--- config.mk ---
export PLATFORM = sky130hd
export DESIGN_NAME = ram_word_accumulator
export DESIGN_NICKNAME = d
export VERILOG_FILES = /design/src/rtl/acc_pkg.sv /design/src/rtl/lane_adder_tree.sv /design/src/rtl/ram_word_accumulator.sv
export SDC_FILE = /design/constraint.sdc
export NUM_CORES = 1
export LEC_CHECK = 0
export CAP_MARGIN = 30
export CORE_AREA = 2 2 224 226
export CTS_CLUSTER_DIAMETER = 50
export DETAILED_ROUTE_END_ITERATION = 8
export DIE_AREA = 0 0 226 228
export PLACE_DENSITY = 0.7
export SLEW_MARGIN = 0
export SYNTH_ARGS = -nofsm -noshare
export SYNTH_HDL_FRONTEND = slang
export SYNTH_HIERARCHICAL = 1
export SYNTH_SLANG_ARGS = --single-unit
--- constraint.sdc ---
create_clock -name clk -period 6.6 [get_ports clk]
set_input_delay 0.99 -clock clk [delete_from_list [all_inputs] [get_ports clk]]
set_output_delay 0.99 -clock clk [all_outputs]
set_load 0.1 [all_outputs]
--- src/rtl/acc_pkg.sv ---
// Shared constants and FSM encoding for the RAM word accumulator and its adder tree.
package acc_pkg;

  localparam int DATA_W = 512;
  localparam int ADDR_W = 6;
  localparam int LANE_W = 32;
  localparam int LANES  = DATA_W / LANE_W;
  localparam int ACC_W  = 48;

  typedef enum logic [1:0] {
    IDLE  = 2'd0,
    ISSUE = 2'd1,
    DRAIN = 2'd2,
    DONE  = 2'd3
  } state_t;

endpackage

--- src/rtl/lane_adder_tree.sv ---
// Combinational binary adder tree over the unsigned lanes of one word.
// Zero latency; LANES must be a power of two; no flow control.
module lane_adder_tree #(
  parameter int DATA_W = 512,
  parameter int LANE_W = 32,
  parameter int LANES  = DATA_W / LANE_W,
  parameter int OUT_W  = LANE_W + $clog2(LANES)
) (
  input  logic [DATA_W-1:0] data,
  output logic [OUT_W-1:0]  sum
);

  localparam int LVLS = $clog2(LANES);

  // Level g holds LANES>>g partial sums; each level pairs up the one below it.
  for (genvar g = 0; g <= LVLS; g++) begin : lv
    logic [OUT_W-1:0] s [LANES >> g];
    for (genvar i = 0; i < (LANES >> g); i++) begin : node
      if (g == 0) begin : leaf
        assign s[i] = {{(OUT_W - LANE_W){1'b0}}, data[i*LANE_W +: LANE_W]};
      end else begin : add
        assign s[i] = lv[g-1].s[2*i] + lv[g-1].s[2*i+1];
      end
    end
  end

  assign sum = lv[LVLS].s[0];

endmodule

--- src/rtl/ram_word_accumulator.sv ---
// Sequences RAM reads over a run of words and accumulates the lane sums into one total.
// Done arrives N+3 cycles after start (1 for N=0); one word per cycle, never stalls.
module ram_word_accumulator
  import acc_pkg::*;
(
  input  logic              clk,
  input  logic              rst_n,
  input  logic              start,
  input  logic [ADDR_W-1:0] start_addr,
  input  logic [ADDR_W:0]   word_count,
  output logic [ADDR_W-1:0] ram_addr,
  input  logic [DATA_W-1:0] ram_data,
  output logic              busy,
  output logic              done,
  output logic [ACC_W-1:0]  sum
);

  localparam int TREE_W = LANE_W + $clog2(LANES);

  state_t            state, state_nxt;
  logic [ADDR_W-1:0] addr;
  logic [ADDR_W:0]   remaining;
  logic              v1, v2;
  logic [TREE_W-1:0] tree_d, tree_q;
  logic [ACC_W-1:0]  acc;

  lane_adder_tree #(
    .DATA_W (DATA_W),
    .LANE_W (LANE_W),
    .LANES  (LANES),
    .OUT_W  (TREE_W)
  ) u_tree (
    .data (ram_data),
    .sum  (tree_d)
  );

  always_ff @(posedge clk) begin
    if (!rst_n) state <= IDLE;
    else        state <= state_nxt;
  end

  // DRAIN may exit once v1 is clear: the add for v2 completes on this same edge.
  always_comb begin
    state_nxt = state;
    case (state)
      IDLE:    if (start) state_nxt = (word_count != '0) ? ISSUE : DONE;
      ISSUE:   if (remaining == (ADDR_W+1)'(1)) state_nxt = DRAIN;
      DRAIN:   if (!v1) state_nxt = DONE;
      DONE:    state_nxt = IDLE;
      default: state_nxt = IDLE;
    endcase
  end

  always_comb begin
    busy = 1'b0;
    done = 1'b0;
    case (state)
      ISSUE, DRAIN: busy = 1'b1;
      DONE:         done = 1'b1;
      default:      ;
    endcase
  end

  always_ff @(posedge clk) begin
    if (!rst_n) begin
      addr      <= '0;
      remaining <= '0;
      v1        <= 1'b0;
      v2        <= 1'b0;
      tree_q    <= '0;
      acc       <= '0;
    end else begin
      v1     <= (state == ISSUE);
      v2     <= v1;
      tree_q <= tree_d;
      if (v2) acc <= acc + {{(ACC_W - TREE_W){1'b0}}, tree_q};
      case (state)
        IDLE: begin
          if (start) begin
            acc <= '0;
            if (word_count != '0) begin
              addr      <= start_addr;
              remaining <= word_count;
            end
          end
        end
        ISSUE: begin
          remaining <= remaining - 1'b1;
          // Keep the last presented address on the bus after the run.
          if (remaining != (ADDR_W+1)'(1)) addr <= addr + 1'b1;
        end
        default: ;
      endcase
    end
  end

  assign ram_addr = addr;
  assign sum      = acc;

endmodule

==> results.toml <==
[run]
maxCapViolCount = 0

[yosys]
synth_top_area_cell = "fa_1"
synth_edf_count = 0
ys_types = 82
synthXorXnorAreaFrac_pct = 2.834
synth_seq_cells = 101
netlist.area_leader.share_pct = 45.76
synth_top_family_by_area = "adder cells"
syn_avg_cell_area_um2 = 9.127
ys.flop_type = "dfxtp_1"
synth.area.top_cells = "fa_1 46%, inv_1 14%, dfxtp_1 10%"
synth_area_mm2 = 0.01947
synthAdderAreaFrac_pct = 51.42
syn_inst = 2133
yosysSeqAreaShare_pct = 10.39
syn-num-nets = 3194
synth-simple-area-share_pct = 8.265
yosysWarningCount = 6
post_synth_mux_area_share_pct = 1.440
async_reset_ff_share_pct = 0
synth_compound_area_share_pct = 10.39

[critical_path]
reg2reg_from = "sum[0]$_SDFF_PN0_"
crit_fanout = 3
critPathLaunch = "ram_data[386]"
cp.required_ns = 6.85
worst_setup_path_end_kind = "register"
critPathKind = "in2reg"
worstPathArrival_ns = 6.72
cp-start-kind = "input port"

[drt]
drt-total-wl_um = 56710
firstDrtPassIters = 5
viasPerCell = 4.645
drt_iter0_drc = 621
drc = 0
post_drt_wl_per_cell_um = 16.45
vias = 16011
ant_nets = 0

[cells_and_area]
final_cell_area_mm2 = 0.02770
area_delta_synth_final_pct = 42.26
layout.nets = 3830
drive_above_1_share_pct = 8.363
fillCellCount = 4345
finalNonFillerCells = 3447

[cts]
cts-root-buf = "clkbuf_16"
holdBufCountCts = 0
ctsLongestPathBuffers = 2
htreeDepth = 3
numCtsBuffers = 9
clkTransAtPathRegs_ns = 0.06
cts_tree = "done"
clock_latency_ns = 0.35
clock-sinks = 101

[grt]
grt_pass1_wl_um = 91310
grt_start_max_net_pins = 56
grtUsageTotal_pct = 22.44
grt_pass1_vias = 18260
antenna_found_initial = 1
grt_overflow = 0

[placement]
portBuffers = 583
dp.cells = 3429
placed_area_mm2 = 0.02694
hpwl_um = 51660
gp_congestion = 0.9324

[worst_hold_path]
worstHoldStart = "v1$_SDFF_PN0_"
hold_path.class = "reg2reg"

[floorplan]
die_w_um = 226
rows = 82
die-area_mm2 = 0.05153
start_util_pct = 39.45
die_h_um = 228
io_pins = 584
coreArea_mm2 = 0.04935

[sta]
hold_viol_final = 0
setup_tns_ns = 0
fin_worst_skew_ns = 0.01323
fin_crit_ns = 6.478
fmax_ghz = 0.1544
slew_headroom_pct = 30.04
worst_slew_pin_slew_ns = 1.046
timing.final.crit_share_pct = 98.15
setup_viol = 0
slew_violations = 0
timing.hold.ws_ns = 0.4615

[status]
outcome = "complete, no violations"
## final timing paths
kind / end / slack [ns] / cells past startpoint
max reg2reg: sum[32]$_SDFF_PN0_ / 3.58 / 10
min reg2reg: v2$_SDFF_PN0_ / 0.46 / 1
max: tree_q[30]$_SDFF_PN0_ / 0.12 / 21
min: v2$_SDFF_PN0_ / 0.46 / 1
## cells in the mapped netlist (4+ instances only)
master	number
or3_1	4
and3_1	9
a31oi_1	13
nor3_1	16
o21ai_1	5
nor2_1	77
xnor2_1	42
inv_1	734
nand2b_1	4
buf_2	4
buf_1	4
a21o_1	30
nand4_1	28
mux2i_1	28
fa_1	445
nand2_1	79
xor2_1	21
o21ai_0	44
nand3_1	25
ha_1	88
o31ai_1	6
a21oi_1	94
and2_1	52
nor2b_1	8
o21a_1	9
o21bai_1	13
dfxtp_1	101
o211ai_1	9
o22ai_1	11
clkbuf_1	43
a211oi_1	7
## final cells by class
type	instances	area [um^2]	area share (%)
timing repair buffer	678	6898	24.91
antenna	1	2.502	0.009035
sequential	101	2023	7.305
clock buffer	13	270.3	0.9758
clock inverter	3	42.54	0.1536
inverter	734	2755	9.948
multi-input combinational	1245	14860	53.67
tap	672	840.8	3.036
## layer usage
metal  vias to the layer above  routed length, um  track usage (%)  share of wire (%)
met5                         -                  0                0                  0
met4                         0               1773            6.912                3.1
met3                        84               4075            5.075                7.2
met2                       499              30550            43.08                 54
met1                      7828              20310            24.04                 36
li1                       7600                  -                -                  -
## what timing repair did
action | 4_1_cts | 5_1_grt
setup buffers | 2 | 0
endpoints found under the setup margin | 16 | 17
pin swaps | 43 | 95
gates resized for setup | 36 | 94
cloned | 0 | 0
## registers in the layout (all words and copies together) (netlist names)
name       count
sum           48
tree_q        36
remaining      7
ram_addr       6
state          2
v1             1
v2             1
## critical path: stages
cell	delay (ns)
clkdlybuf4s50_1	0.47
inv_1	0.07
fa_1	0.50
fa_1	0.52
inv_1	0.06
fa_1	0.55
fa_1	0.45
fa_1	0.49
inv_1	0.05
fa_1	0.47
inv_1	0.05
ha_2	0.19
fa_2	0.36
a211oi_4	0.27
o311a_4	0.23
o21ba_4	0.17
a221oi_4	0.08
o31ai_4	0.35
o21ai_2	0.09
xor2_1	0.15
and2_1	0.15
## cell usage in the layout, fill, tap and decap left out, types with 10 or more instances in the layout
| cell | instances |
|---|---|
| xnor2_1 | 41 |
| o22ai_1 | 11 |
| nand2_1 | 76 |
| clkdlybuf4s50_1 | 553 |
| nand3_1 | 25 |
| o21bai_1 | 11 |
| and2_1 | 52 |
| inv_2 | 29 |
| a31oi_1 | 13 |
| a21oi_1 | 85 |
| ha_1 | 76 |
| inv_1 | 705 |
| mux2i_1 | 28 |
| nand4_1 | 28 |
| buf_4 | 82 |
| o21ai_0 | 39 |
| dfxtp_1 | 100 |
| ha_4 | 10 |
| dlymetal6s2s_1 | 18 |
| nor3_1 | 16 |
| xor2_1 | 21 |
| fa_2 | 14 |
| buf_16 | 16 |
| fa_1 | 431 |
| a21o_1 | 30 |
| nor2_1 | 77 |
## stage by stage
step	setup slack (ns)	util, %
6_report	0.1220	56.12
3_5_place_dp	-0.7332	54.60
3_3_place_gp	-0.6776	53.71
4_1_cts	-0.001482	55.46
5_1_grt	-0.01377	56.12
2_1_floorplan	0.1157	-
## kinds of logic after synthesis
logic type	after synthesis
muxes	28
DFF	101
buffers and inverters	787
adders and majority gates	533
xor gates and xnor gates	63
and+or+nand+nor	322
AOI/OAI and AO/OA	299
Power is not shown: default switching activity piles up to over one toggle a cycle in this logic, so the estimate is an artifact.
